$ cat config.mk
export PLATFORM = sky130hd
export DESIGN_NAME = dct_blk_arb
export DESIGN_NICKNAME = d
export VERILOG_FILES = /design/src/rtl/dct_blk_arb.sv
export SDC_FILE = /design/constraint.sdc
export NUM_CORES = 1
export LEC_CHECK = 0
export BUFFER_PORTS_ARGS = -buffer_cell sky130_fd_sc_hd__buf_2
export CAP_MARGIN = 25
export CORE_ASPECT_RATIO = 0.6
export CORE_MARGIN = 10
export CORE_UTILIZATION = 40
export DETAILED_ROUTE_END_ITERATION = 8
export PLACE_DENSITY = 0.78
export SLEW_MARGIN = 20
export SYNTH_ARGS = -nofsm -noshare
export SYNTH_HDL_FRONTEND = slang
export SYNTH_SLANG_ARGS = --single-unit
export TNS_END_PERCENT = 50
$ cat constraint.sdc
create_clock -name clk -period 2.7 [get_ports clk]
set_clock_uncertainty 0.1 [all_clocks]
set_input_delay 0.405 -clock clk [delete_from_list [all_inputs] [get_ports clk]]
set_output_delay 0.405 -clock clk [all_outputs]
set_load 0.005 [all_outputs]
$ cat src/rtl/dct_blk_arb.sv
`default_nettype none
// ============================================================================
// Module   : dct_blk_arb
// Brief    : Block-granular round-robin arbiter feeding one DCT row pipeline.
//            Optional source-tag FIFO enabled by macro DCT_ARB_TAG_FIFO_EN.
// Revision : 1.0 - initial release
// ============================================================================
module dct_blk_arb #(
    parameter int N_SRC     = 3,
    parameter int W_I       = 8,
    parameter int ROWS      = 8,
    parameter int TAG_DEPTH = 8
) (
    input  logic                       clk,
    input  logic                       rst_n,
    input  logic                       en,
    input  logic [N_SRC-1:0]           req_valid,
    output logic [N_SRC-1:0]           req_ready,
    input  logic [N_SRC*8*W_I-1:0]     req_data,
    input  logic [N_SRC-1:0]           req_sob,
    input  logic [N_SRC-1:0]           req_eob,
    input  logic [N_SRC-1:0]           req_sof,
    output logic                       dct_valid,
    output logic [8*W_I-1:0]           dct_data,
    output logic                       dct_sob,
    output logic                       dct_eob,
    output logic                       dct_sof,
    output logic [$clog2(N_SRC)-1:0]   dct_src,
`ifdef DCT_ARB_TAG_FIFO_EN
    input  logic                       dct_out_valid,
    input  logic                       dct_out_sob,
    output logic [$clog2(N_SRC)-1:0]   out_src,
    output logic                       out_src_valid,
`endif
    output logic                       proto_err
);

    localparam int c_SRC_W = $clog2(N_SRC);
    localparam int c_CNT_W = $clog2(ROWS + 1);
    localparam int c_ROW_W = 8 * W_I;
    localparam logic [c_CNT_W-1:0] c_LAST_ROW = c_CNT_W'(ROWS - 1);

    typedef enum logic [0:0] {
        ST_IDLE = 1'b0,
        ST_BUSY = 1'b1
    } state_t;

    state_t               r_state, w_state_nxt;
    logic [c_SRC_W-1:0]   r_grant, w_grant_nxt;
    logic [c_SRC_W-1:0]   r_rr_ptr, w_rr_nxt;
    logic [c_CNT_W-1:0]   r_row_cnt, w_cnt_nxt;

    logic [N_SRC-1:0]     w_cand, w_orphan;
    logic                 w_win_found, w_drop_found;
    logic [c_SRC_W-1:0]   w_win, w_drop, w_sel;
    logic                 w_xfer, w_out_sob, w_out_eob, w_out_sof, w_err;
    logic                 w_last;
    logic [c_ROW_W-1:0]   w_row_data;
    logic                 w_tag_full, w_tag_pop_err;

    logic                 r_dct_valid, r_dct_sob, r_dct_eob, r_dct_sof, r_err;
    logic [c_ROW_W-1:0]   r_dct_data;
    logic [c_SRC_W-1:0]   r_dct_src;

    assign w_cand   = req_valid & req_sob;
    assign w_orphan = req_valid & ~req_sob;
    assign w_last   = (r_row_cnt == c_LAST_ROW);

    // Round-robin scan starting just after the last finished owner.
    always_comb begin
        int v_idx;
        v_idx       = 0;
        w_win_found = 1'b0;
        w_win       = '0;
        for (int k = 1; k <= N_SRC; k++) begin
            v_idx = int'(r_rr_ptr) + k;
            if (v_idx >= N_SRC) v_idx = v_idx - N_SRC;
            if (!w_win_found && w_cand[v_idx]) begin
                w_win_found = 1'b1;
                w_win       = c_SRC_W'(v_idx);
            end
        end
    end

    always_comb begin
        w_drop_found = 1'b0;
        w_drop       = '0;
        for (int i = N_SRC - 1; i >= 0; i--) begin
            if (w_orphan[i]) begin
                w_drop_found = 1'b1;
                w_drop       = c_SRC_W'(i);
            end
        end
    end

    always_ff @(posedge clk or negedge rst_n) begin
        if (!rst_n) begin
            r_state   <= ST_IDLE;
            r_grant   <= '0;
            r_rr_ptr  <= c_SRC_W'(N_SRC - 1);
            r_row_cnt <= '0;
        end else begin
            r_state   <= w_state_nxt;
            r_grant   <= w_grant_nxt;
            r_rr_ptr  <= w_rr_nxt;
            r_row_cnt <= w_cnt_nxt;
        end
    end

    always_comb begin
        w_state_nxt = r_state;
        w_grant_nxt = r_grant;
        w_rr_nxt    = r_rr_ptr;
        w_cnt_nxt   = r_row_cnt;
        req_ready   = '0;
        w_xfer      = 1'b0;
        w_sel       = r_grant;
        w_out_sob   = 1'b0;
        w_out_eob   = 1'b0;
        w_out_sof   = 1'b0;
        w_err       = 1'b0;
        if (en) begin
            case (r_state)
                ST_IDLE: begin
                    w_sel = w_win;
                    if (w_win_found && !w_tag_full) begin
                        req_ready[w_win] = 1'b1;
                        w_xfer      = 1'b1;
                        w_out_sob   = 1'b1;
                        w_out_sof   = req_sof[w_win];
                        w_grant_nxt = w_win;
                        if (req_eob[w_win] || (ROWS == 1)) begin
                            // Single-row block: closes immediately.
                            w_out_eob = 1'b1;
                            w_rr_nxt  = w_win;
                            w_err     = !req_eob[w_win];
                        end else begin
                            w_state_nxt = ST_BUSY;
                            w_cnt_nxt   = c_CNT_W'(1);
                        end
                    end else if (!w_win_found && w_drop_found) begin
                        req_ready[w_drop] = 1'b1;
                        w_err = 1'b1;
                    end
                end
                ST_BUSY: begin
                    req_ready[r_grant] = 1'b1;
                    if (req_valid[r_grant]) begin
                        w_xfer    = 1'b1;
                        w_out_eob = req_eob[r_grant] || w_last;
                        w_cnt_nxt = r_row_cnt + 1'b1;
                        // Mid-block sob/sof, early eob and missing eob are all violations.
                        w_err = req_sob[r_grant] || req_sof[r_grant] ||
                                (req_eob[r_grant] != w_last);
                        if (w_out_eob) begin
                            w_state_nxt = ST_IDLE;
                            w_rr_nxt    = r_grant;
                            w_cnt_nxt   = '0;
                        end
                    end
                end
                default: w_state_nxt = ST_IDLE;
            endcase
        end
    end

    assign w_row_data = req_data[int'(w_sel) * c_ROW_W +: c_ROW_W];

    always_ff @(posedge clk or negedge rst_n) begin
        if (!rst_n) begin
            r_dct_valid <= 1'b0;
            r_dct_data  <= '0;
            r_dct_sob   <= 1'b0;
            r_dct_eob   <= 1'b0;
            r_dct_sof   <= 1'b0;
            r_dct_src   <= '0;
            r_err       <= 1'b0;
        end else begin
            r_dct_valid <= w_xfer;
            r_dct_sob   <= w_xfer && w_out_sob;
            r_dct_eob   <= w_xfer && w_out_eob;
            r_dct_sof   <= w_xfer && w_out_sof;
            r_err       <= w_err || w_tag_pop_err;
            if (w_xfer) begin
                r_dct_data <= w_row_data;
                r_dct_src  <= w_sel;
            end
        end
    end

    assign dct_valid = r_dct_valid;
    assign dct_data  = r_dct_data;
    assign dct_sob   = r_dct_sob;
    assign dct_eob   = r_dct_eob;
    assign dct_sof   = r_dct_sof;
    assign dct_src   = r_dct_src;
    assign proto_err = r_err;

`ifdef DCT_ARB_TAG_FIFO_EN
    localparam int c_TAG_AW = $clog2(TAG_DEPTH);

    logic [c_SRC_W-1:0]  r_tag_mem [TAG_DEPTH];
    logic [c_TAG_AW-1:0] r_tag_wr, r_tag_rd;
    logic [c_TAG_AW:0]   r_tag_cnt;
    logic                w_tag_empty, w_tag_pop_req, w_tag_pop, w_tag_push;

    assign w_tag_empty   = (r_tag_cnt == '0);
    assign w_tag_pop_req = dct_out_valid && dct_out_sob;
    assign w_tag_pop     = w_tag_pop_req && !w_tag_empty;
    assign w_tag_pop_err = w_tag_pop_req && w_tag_empty;
    // A pop in the same cycle frees the slot the new block's tag needs.
    assign w_tag_full    = (r_tag_cnt == (c_TAG_AW + 1)'(TAG_DEPTH)) && !w_tag_pop;
    assign w_tag_push    = w_xfer && w_out_sob;

    always_ff @(posedge clk) begin
        if (w_tag_push) r_tag_mem[r_tag_wr] <= w_sel;
    end

    always_ff @(posedge clk or negedge rst_n) begin
        if (!rst_n) begin
            r_tag_wr  <= '0;
            r_tag_rd  <= '0;
            r_tag_cnt <= '0;
        end else begin
            if (w_tag_push) r_tag_wr <= r_tag_wr + 1'b1;
            if (w_tag_pop)  r_tag_rd <= r_tag_rd + 1'b1;
            if (w_tag_push && !w_tag_pop)      r_tag_cnt <= r_tag_cnt + 1'b1;
            else if (!w_tag_push && w_tag_pop) r_tag_cnt <= r_tag_cnt - 1'b1;
        end
    end

    assign out_src       = w_tag_empty ? '0 : r_tag_mem[r_tag_rd];
    assign out_src_valid = !w_tag_empty;
`else
    // No tag FIFO: grants are never throttled.
    assign w_tag_full    = (TAG_DEPTH == 0);
    assign w_tag_pop_err = 1'b0;
`endif

endmodule
`default_nettype wire

==> results_dict.tcl, run 1 <==
set metrics [dict create \
    num_vias 5177 \
    clkLatencyLatePin_ns 0.33 \
    yosys_warnings 0 \
    firstDrtPassIters 5 \
    final_antenna_net_count 0 \
    synthesis.area_sq_um 4630 \
    drt_drc_violations_left 0 \
    multi_input_comb_area_sq_um 2530 \
    globalRouteOverflowTotal 0 \
    place.detailed.hpwl_um 14800 \
    violations "setup timing" \
    timing.fmax_mhz 316 \
    report.final.hold_viol_count 0 \
    cts-htree-levels 3 \
    final_layout_size_suffix_gt1_share_pct 51.2 \
    detail_route.wl_per_cell_um 21.5 \
    seq_power_share_pct 26.4 \
    post-route-min-period_ns 3.17 \
    dr.first_iter.drc_count 329 \
    rows 30 \
    io_buffers 280 \
    fin_crit_sh_pct 117 \
    yosysTopAreaCell "sky130_fd_sc_hd__dfrtp_1" \
    synth.area.top_cells "sky130_fd_sc_hd__dfrtp_1, sky130_fd_sc_hd__mux2i_1, sky130_fd_sc_hd__a32oi_1" \
    number_of_synthesized_flops_with_an_enable_pin 0 \
    final-setup-viol-count 75 \
    worst_setup_hold_path_clk_slew_ns 0.06 \
    synth-seq-area-share_pct 43.3 \
    swShare_pct 39.6 \
    grt_pass1_vias 5389 \
    cp_bufs_invs 4 \
    die-area_sq_um 16400 \
    worst_hold_slack_ns 0.219 \
    slowest_stage "sky130_fd_sc_hd__dfstp_2" \
    syn_inst 445 \
    maximum_vdd_drop_mv 0.667 \
    floorplan.io_pins 281 \
    start_util_pct 41.0 \
    share_clk_of_total_power_pct 16.0 \
    tritoncts_buffer_count 9 \
    synth.cells.most_frequent "sky130_fd_sc_hd__dfrtp_1, sky130_fd_sc_hd__mux2i_1, sky130_fd_sc_hd__a32oi_1" \
    power.density_nw_per_um2 1120 \
    power.share.combinational_pct 57.7 \
    pins_over_their_slew_limit 0 \
    post-synth-top-count-cell "sky130_fd_sc_hd__dfrtp_1" \
    synth_area_per_cell_sq_um 10.4 \
    end_kind "output pin" \
    floorplan.die.width_um 159 \
    drv_cap 0 \
    async_set_reset_flop_share_out_of_synthesis_pct 100 \
    syn_nets 658 \
    finalNetCount 962 \
    totalWireLength_um 19700 \
    clk_root_buffer_cell "sky130_fd_sc_hd__clkbuf_16" \
    fin_ws_ns -0.467 \
    ff_latch_area_sq_um 2000 \
    timing.critical_path.max_delay_family "compound AO/OA/AOI/OAI gates" \
    yosys_most_used_dff "sky130_fd_sc_hd__dfrtp_1" \
    post_drt_via_cell_ratio 5.66 \
    antenna_found_initial 0 \
    placeable_core_region_sq_um 11300 \
    tightest_hold_check_type "in2reg" \
    rsz0062_at_grt "yes" \
    die_h_um 103 \
    worst_ep_required_time_ns 2.19 \
    place.gp.congestion 0.947 \
    area.growth.synth_to_final_pct 56.4 \
    antenna_cells_inserted 0 \
    final_cell_count_no_fill 914 \
    cts_max_path_buffers 2 \
    max-slew-margin-rel_pct 62.7 \
    worst-path-max-fanout 10 \
    crit_type "reg2out" \
    yosys.area.top_type_share_pct 42.7 \
    timing.setup.tns_ns -18.65 \
    tritoncts "built" \
    cp_slowest_stage_delay_ns 0.54 \
    netSwitchingPower_mw 3.22 \
    layout.filler_cells 920 \
    total_power_mw 8.13 \
    run_status "finished with violations" \
    crit_path_cell_trace "inv_2, ha_4, inv_1, o31ai_4, buf_4, mux2i_4, o21ai_2, a31oi_1, o22ai_1, and2_1, buf_2" \
    power_report.internal_total_mw 4.91 \
    cts_sinks 80 \
    numPlacedInstances 880 \
    worstSetupStartpointType "flop" \
    grt_usage_pct 22.6 \
    place_worst_setup_slack_ns -0.231 \
    worst-slew-pin-transition_ns 0.559 \
    global_route_wire_length_before_repair_um 29900 \
    arrival_time_worst_endpoint_ns 2.66 \
    static-leakage-power_nw 3.83 \
    maximum_number_of_pins_on_one_net_before_global_route_repair 52 \
    synth.ff_latch_count 80 \
    ys_types 49 \
]
-- worst register-to-register path, cell delays in order (launching register included) --
cell                        delay (ns)
sky130_fd_sc_hd__dfstp_2          0.54
sky130_fd_sc_hd__inv_2            0.05
sky130_fd_sc_hd__ha_1             0.25
sky130_fd_sc_hd__nand4_1          0.19
sky130_fd_sc_hd__nand3_2          0.11
sky130_fd_sc_hd__or4b_4           0.55
sky130_fd_sc_hd__buf_4            0.18
sky130_fd_sc_hd__o21bai_4         0.15
sky130_fd_sc_hd__buf_4            0.14
sky130_fd_sc_hd__nor2b_4          0.06
sky130_fd_sc_hd__bufbuf_16        0.29
sky130_fd_sc_hd__a32oi_2          0.22
sky130_fd_sc_hd__o21ai_1          0.09
-- per-stage QoR --
| stage | cell area, sq um | util (%) |
|---|---|---|
| final | 7240 | 64.1 |
| after global routing | 7240 | 64.1 |
| after CTS | 7100 | 62.8 |
| after detailed placement | 6480 | 57.4 |
| after global placement | 6480 | 57.4 |
| after floorplan | 4670 | - |
-- routing by layer --
metal	track usage, %	wire [um]	up-vias
met1	27.9	8230	2518
met3	7.83	1790	8
met2	38.5	9570	289
met5	0	0	-
met4	3.69	91	0
li1	-	-	2362
-- placed cells by master, fill, tap and decap left out, drive strengths merged, types with 4 or more instances in the layout --
cell type | Yosys | routed
nor2b | 4 | 4
inv | 11 | 11
nor2 | 13 | 13
a31oi | 4 | 4
a21oi | 6 | 6
clkbuf | 14 | 11
dfrtp | 79 | 79
mux2i | 71 | 71
ha | 6 | 6
a32oi | 65 | 65
nand2 | 22 | 22
o21ai | 75 | 75
buf | 28 | 333
-- sequential cells by signal, summed over array words and instances, names as in the netlist --
signal	flops
dct_src	2
dct_sob	1
dct_sof	1
r_row_cnt	4
r_rr_ptr	2
dct_eob	1
r_grant	2
dct_valid	1
r_state	1
dct_data	64
proto_err	1
-- power groups by stage --
stage               Combinational, mW  Clock, mW  Sequential (mW)
detailed placement               4.03          0             2.13
floorplan                        2.27          0             2.12
global route                     5.06       1.37             2.21
CTS                              4.54       1.32             2.12
global placement                 3.89          0             2.10
finish                           4.69       1.30             2.14
-- cell type report --
class,count,area share (%)
Multi-Input combinational cell,312,35.0
Inverter,11,0.570
Timing Repair Buffer,335,29.7
Tap cell,160,2.77
Clock inverter,5,1.12
Sequential cell,80,27.7
Clock buffer,11,3.21
-- cells by family (layout without fill, tap and decap cells) --
family | after synthesis | in the layout | synth area share [%]
adders and majority gates | 6 | 6 | 1.62
DFF | 80 | 80 | 43.3
muxes | 72 | 72 | 15.6
buffers and inverters | 53 | 362 | 6.38
and+or+nand+nor | 63 | 63 | 7.27
AOI/OAI and AO/OA | 171 | 171 | 25.9
-- timing repair --
action,4_1_cts,5_1_grt
buffers inserted,9,3
hold endpoints to repair,37,0
gates resized for setup,19,18
pin swaps,7,6
cloned,5,0
hold buffers,1,0
endpoints found under the setup margin,74,77
-- worst paths after layout --
kind                           endpoint  slack (ns)           from  depth (start not counted)
max in group asynchronous  dct_data[54]        1.34          rst_n                          3
min reg2reg                dct_data[24]        0.39   dct_data[24]                          2
min in group asynchronous  dct_data[34]        0.52          rst_n                          2
min                        dct_data[16]        0.22  req_data[144]                          3
max                        req_ready[1]       -0.47    r_rr_ptr[1]                         11
max reg2reg                dct_data[39]       -0.34    r_rr_ptr[1]                         12
Power figures use the tool's default switching activity.
==> run 2, diff against run 1 <==
==> constraint.sdc (replaced) <==
create_clock -name clk -period 2.7 [get_ports clk]
set_clock_uncertainty 0.1 [all_clocks]
set_input_delay 0.135 -clock clk [delete_from_list [all_inputs] [get_ports clk]]
set_output_delay 0.135 -clock clk [all_outputs]
set_load 0.005 [all_outputs]
==> results_dict.tcl, run 2 (synthesis gave the netlist of run 1 again) <==
set metrics [dict create \
    run_status "finished with violations" \
    violations "hold timing, setup timing" \
    io_buffers 280 \
    fin_crit_sh_pct 115 \
    cts_sinks 80 \
    maximum_vdd_drop_mv 0.532 \
    rows 30 \
    firstDrtPassIters 5 \
    globalRouteOverflowTotal 0 \
    worstSetupStartpointType "flop" \
    detail_route.wl_per_cell_um 25.3 \
    tritoncts_buffer_count 9 \
    static-leakage-power_nw 4.57 \
    crit_path_cell_trace "inv_2, ha_4, buf_6, nand4_1, nand3_2, or4b_4, buf_6, o21bai_4, nor2b_4, buf_12, buf_16, a32oi_1, o21ai_1" \
    clkLatencyLatePin_ns 0.34 \
    slowest_stage "sky130_fd_sc_hd__or4b_4" \
    fin_ws_ns -0.411 \
    post_drt_via_cell_ratio 5.94 \
    cp_slowest_stage_delay_ns 0.58 \
    die-area_sq_um 16400 \
    grt_pass1_vias 6545 \
    num_vias 6437 \
    reg2reg_depth 13 \
    global_route_wire_length_before_repair_um 37300 \
    worst-path-max-fanout 13 \
    rsz0062_at_grt "yes" \
    tightest_hold_check_type "in2reg" \
    final_cell_count_no_fill 1084 \
    cts_max_path_buffers 2 \
    start_util_pct 41.0 \
    die_h_um 103 \
    clk_root_buffer_cell "sky130_fd_sc_hd__clkbuf_16" \
    maximum_number_of_pins_on_one_net_before_global_route_repair 81 \
    globalRouteMet2Util_pct 48.8 \
    max-slew-margin-rel_pct 49.5 \
    report.final.hold_viol_count 1 \
    timing.critical_path.max_delay_family "simple AND/OR/NAND/NOR gates" \
    timing.fmax_mhz 321 \
    worst-slew-pin-transition_ns 0.758 \
    antenna_found_initial 3 \
    layout.filler_cells 635 \
    dr.first_iter.drc_count 620 \
    placeable_core_region_sq_um 11300 \
    finished_core_util_pct 81.1 \
    cts-htree-levels 3 \
    min_delay_path_depth 3 \
    floorplan.io_pins 281 \
    final_layout_size_suffix_gt1_share_pct 50.1 \
    groute.layer.met3.usage_pct 10.4 \
    timing.hold.worst.start "req_data[50]" \
    drv_cap 0 \
    tritoncts "built" \
    worst_r2r_startpoint "r_rr_ptr[1]" \
    worst-r2r-setup-slack_ns -0.41 \
    worst_ep_required_time_ns 2.80 \
    place.gp.congestion 0.954 \
    mostFrequentLayoutCell "sky130_fd_sc_hd__buf_2" \
    place_worst_setup_slack_ns -0.212 \
    worst_hold_slack_ns -0.00187 \
    power.density_nw_per_um2 1010 \
    layout.cells.most_common_list "sky130_fd_sc_hd__buf_2, sky130_fd_sc_hd__dlygate4sd3_1, sky130_fd_sc_hd__dfrtp_1" \
    totalWireLength_um 27400 \
    grt_usage_pct 28.4 \
    arrival_time_worst_endpoint_ns 3.21 \
    crit_path_start "r_rr_ptr[1]" \
    grt_util_met1_pct 32.2 \
    drt_drc_violations_left 0 \
    crit_type "reg2reg" \
    finalNetCount 1128 \
    floorplan.die.width_um 159 \
    pins_over_their_slew_limit 0 \
    cp_bufs_invs 5 \
    largest_register_ff_count 64 \
    final-setup-viol-count 76 \
    grt-busiest-layer "met2" \
    final_antenna_net_count 0 \
    regToRegEndpoint "dct_data[40]" \
    numPlacedInstances 881 \
    crit_path_frequent_cell "sky130_fd_sc_hd__buf_6" \
    end_kind "flop" \
    area.growth.synth_to_final_pct 98.0 \
    place.detailed.hpwl_um 14500 \
    timing.hold.worst_endpoint "dct_data[50]" \
    cp_num_cells 13 \
    post-route-min-period_ns 3.11 \
    worst_setup_hold_path_clk_slew_ns 0.06 \
    timing.setup.tns_ns -23.28 \
]
run 2: cell types whose count changed in the layout (fill, tap and decap cells not counted), moves of 4 or more:
cell	previous run	this run
sky130_fd_sc_hd__buf_4	30	40
sky130_fd_sc_hd__a32oi_2	10	18
sky130_fd_sc_hd__diode_2	0	5
sky130_fd_sc_hd__a32oi_1	55	44
sky130_fd_sc_hd__o21ai_2	1	33
sky130_fd_sc_hd__inv_2	2	6
sky130_fd_sc_hd__buf_6	4	13
sky130_fd_sc_hd__dlygate4sd3_1	1	149
sky130_fd_sc_hd__o21ai_1	63	31
sky130_fd_sc_hd__inv_1	9	5
run 2: worst reg2reg max path: stages, from the launching register on:
cell	delay, ns
sky130_fd_sc_hd__dfstp_2	0.54
sky130_fd_sc_hd__inv_2	0.06
sky130_fd_sc_hd__ha_4	0.23
sky130_fd_sc_hd__buf_6	0.13
sky130_fd_sc_hd__nand4_1	0.15
sky130_fd_sc_hd__nand3_2	0.10
sky130_fd_sc_hd__or4b_4	0.58
sky130_fd_sc_hd__buf_6	0.16
sky130_fd_sc_hd__o21bai_4	0.19
sky130_fd_sc_hd__nor2b_4	0.10
sky130_fd_sc_hd__buf_12	0.14
sky130_fd_sc_hd__buf_16	0.15
sky130_fd_sc_hd__a32oi_1	0.23
sky130_fd_sc_hd__o21ai_1	0.13
run 2: layout make-up:
type | instances | area [sq um] | area share, %
Inverter | 11 | 41.3 | 0.451
Multi-Input combinational cell | 312 | 2870 | 31.3
Tap cell | 160 | 200 | 2.18
Timing Repair Buffer | 501 | 3750 | 40.9
Antenna cell | 5 | 12.5 | 0.137
Clock inverter | 5 | 56.3 | 0.614
Clock buffer | 10 | 229 | 2.50
Sequential cell | 80 | 2000 | 21.9
run 2: power breakdown:
part           switching (mW)  total [mW]  leakage, nW  internal, mW
Clock                   0.519        1.23        0.139         0.713
Sequential              0.449        2.23         1.00          1.78
Combinational            2.98        5.78         3.43          2.80
Total                    3.95        9.24         4.57          5.29
run 2: what timing repair did:
item / 4_1_cts / 5_1_grt
hold buffers: 149 / 0
resized for setup: 32 / 92
gates cloned: 3 / 4
buffers inserted: 16 / 14
pin swaps: 10 / 50
setup endpoints to repair: 74 / 79
hold endpoints to repair: 144 / 0
run 2: worst max path at each step:
stage / slack [ns] / endpoint
after global placement: -0.21 / r_rr_ptr[0]
final: -0.41 / dct_data[40]
after CTS: -0.30 / req_ready[2]
after global routing: -0.49 / dct_data[2]
after detailed placement: -0.21 / dct_data[52]
after floorplan: 0.001 / dct_data[0]
run 2: stage by stage:
| step | cell area, sq um | total power [mW] |
|---|---|---|
| final | 9170 | 9.24 |
| after global routing | 9160 | 9.65 |
| after CTS | 8540 | 7.97 |
| after global placement | 6420 | 5.88 |
| after detailed placement | 6420 | 6.03 |
| after floorplan | 4660 | 4.38 |
run 2: metal layers:
metal	up-vias	routed length [um]	part of all wire, %
li1	2688	-	-
met1	3059	10000	37
met2	566	13200	48
met3	122	2950	11
met4	2	1230	4.5
met5	-	13	0.047
==> run 3, diff against run 2 <==
--- a/config.mk
+++ b/config.mk
@@ -6,13 +6,13 @@
 export NUM_CORES = 1
 export LEC_CHECK = 0
 export BUFFER_PORTS_ARGS = -buffer_cell sky130_fd_sc_hd__buf_2
-export CAP_MARGIN = 25
+export CAP_MARGIN = 0
 export CORE_ASPECT_RATIO = 0.6
 export CORE_MARGIN = 10
 export CORE_UTILIZATION = 40
 export DETAILED_ROUTE_END_ITERATION = 8
-export PLACE_DENSITY = 0.78
-export SLEW_MARGIN = 20
+export PLACE_DENSITY = 0.76
+export SLEW_MARGIN = 30
 export SYNTH_ARGS = -nofsm -noshare
 export SYNTH_HDL_FRONTEND = slang
 export SYNTH_SLANG_ARGS = --single-unit
==> results_dict.tcl, run 3 (synthesis gave the netlist of run 1 again) <==
set metrics [dict create \
    end_kind "flop" \
    grt_pass1_vias 6407 \
    final_antenna_net_count 0 \
    layout.filler_cells 679 \
    detail_route.wl_per_cell_um 24.5 \
    die-area_sq_um 16400 \
    place_worst_setup_slack_ns -0.205 \
    place.gp.congestion 0.970 \
    slowest_stage "sky130_fd_sc_hd__dfstp_2" \
    timing.hold.worst_endpoint "dct_data[34]" \
    place.detailed.hpwl_um 15000 \
    final_cell_count_no_fill 1082 \
    fin_crit_sh_pct 114 \
    totalWireLength_um 26500 \
    mostFrequentLayoutCell "sky130_fd_sc_hd__buf_2" \
    fin_ws_ns -0.388 \
    largest_register_ff_count 64 \
    worst-r2r-setup-slack_ns -0.39 \
    cts-htree-levels 3 \
    grt_usage_pct 27.9 \
    dr.first_iter.drc_count 563 \
    pins_over_their_slew_limit 0 \
    cts_sinks 80 \
    cp_bufs_invs 8 \
    placeable_core_region_sq_um 11300 \
    worst-slew-pin-transition_ns 0.749 \
    power.density_nw_per_um2 1020 \
    violations "hold timing, setup timing" \
    worstSetupStartpointType "flop" \
    regToRegEndpoint "dct_data[61]" \
    tightest_hold_check_type "in2reg" \
    worst_r2r_startpoint "r_rr_ptr[1]" \
    antenna_found_initial 3 \
    timing.fmax_mhz 324 \
    maximum_vdd_drop_mv 0.587 \
    clk_root_buffer_cell "sky130_fd_sc_hd__clkbuf_16" \
    final_layout_size_suffix_gt1_share_pct 47.4 \
    worst-path-max-fanout 6 \
    floorplan.die.width_um 159 \
    crit_path_cell_trace "inv_2, ha_4, buf_6, buf_6, o31a_1, or4b_4, buf_6, o21bai_4, buf_4, buf_6, buf_8, buf_12, a32oi_1, o21ai_1" \
    static-leakage-power_nw 4.59 \
    floorplan.io_pins 281 \
    worst_ep_required_time_ns 2.82 \
    tritoncts_buffer_count 9 \
    start_util_pct 41.0 \
    finalNetCount 1123 \
    drv_cap 0 \
    global_route_wire_length_before_repair_um 36700 \
    tritoncts "built" \
    firstDrtPassIters 5 \
    worst_hold_slack_ns -0.0244 \
    area.growth.synth_to_final_pct 95.5 \
    reg2reg_depth 14 \
    layout.cells.most_common_list "sky130_fd_sc_hd__buf_2, sky130_fd_sc_hd__dlygate4sd3_1, sky130_fd_sc_hd__dfrtp_1" \
    io_buffers 280 \
    max-slew-margin-rel_pct 50.1 \
    crit_path_frequent_cell "sky130_fd_sc_hd__buf_6" \
    cts_max_path_buffers 2 \
    post_drt_via_cell_ratio 5.84 \
    min_delay_path_depth 3 \
    final-setup-viol-count 75 \
    crit_type "reg2reg" \
    maximum_number_of_pins_on_one_net_before_global_route_repair 81 \
    post-route-min-period_ns 3.09 \
    numPlacedInstances 883 \
    rows 30 \
    timing.hold.worst.start "req_data[34]" \
    finished_core_util_pct 80.1 \
    drt_drc_violations_left 0 \
    die_h_um 103 \
    timing.critical_path.max_delay_family "buffers and inverters" \
    globalRouteOverflowTotal 0 \
    run_status "finished with violations" \
    worst_setup_hold_path_clk_slew_ns 0.06 \
    num_vias 6316 \
    rsz0062_at_grt "yes" \
    clkLatencyLatePin_ns 0.34 \
    arrival_time_worst_endpoint_ns 3.21 \
    report.final.hold_viol_count 1 \
    cp_slowest_stage_delay_ns 0.54 \
]
-- run 3: how the worst max path moves through the flow --
stage                            from           end  slack (ns)  depth (start not counted)
after floorplan           r_rr_ptr[0]   dct_data[0]       0.001                         12
final                     r_rr_ptr[1]  dct_data[61]       -0.39                         14
after global placement    r_rr_ptr[1]   r_rr_ptr[0]       -0.21                         10
after detailed placement  r_rr_ptr[1]   r_rr_ptr[0]       -0.21                         10
after global routing      r_rr_ptr[1]  dct_data[61]       -0.41                         14
after CTS                 r_rr_ptr[1]  req_ready[2]       -0.27                         11
-- run 3: layout make-up --
class	count	area (sq um)	share of cell area (%)
multi-input cells	312	2700	29.9
clock inverters	5	78.8	0.871
flip-flops and latches	80	2000	22.1
diodes	7	17.5	0.194
repair buffers	496	3770	41.7
clock buffers	11	233	2.57
well taps	160	200	2.21
inverters	11	41.3	0.456
-- run 3: power breakdown --
group	leakage (nW)	total (mW)	internal, mW	switching, mW
sequential	1.00	2.21	1.78	0.429
combinational	3.43	5.68	2.81	2.87
clock	0.154	1.33	0.812	0.515
-- run 3: repair_timing --
action                                 CTS  global route
hold buffers                           142             1
buffers inserted                        13             7
gates cloned                             3            11
pin swaps                               19            40
endpoints found under the hold margin  142             1
setup endpoints to repair               75            77
gates resized for setup                 27            63
-- run 3: routing by layer --
layer / routed length, um / vias up / GRT usage (%)
met1: 9900 / 3021 / 33.7
met3: 2930 / 107 / 8.81
met2: 12400 / 504 / 47.2
met4: 1250 / 0 / 9.36
li1: - / 2684 / -
met5: 0 / - / 0
-- run 3: tightest hold or removal path, stage by stage --
cell,delay (ns)
sky130_fd_sc_hd__buf_2,0.08
sky130_fd_sc_hd__mux2i_1,0.06
sky130_fd_sc_hd__o21ai_1,0.11
-- run 3: metrics by stage --
stage	power (mW)	TNS, ns	instance area (sq um)
floorplan	4.38	0	4660
global placement	5.91	-3.31	6420
detailed placement	6.06	-4.95	6430
CTS	8.04	-14.64	8450
global route	9.63	-22.93	9040
finish	9.21	-16.62	9050
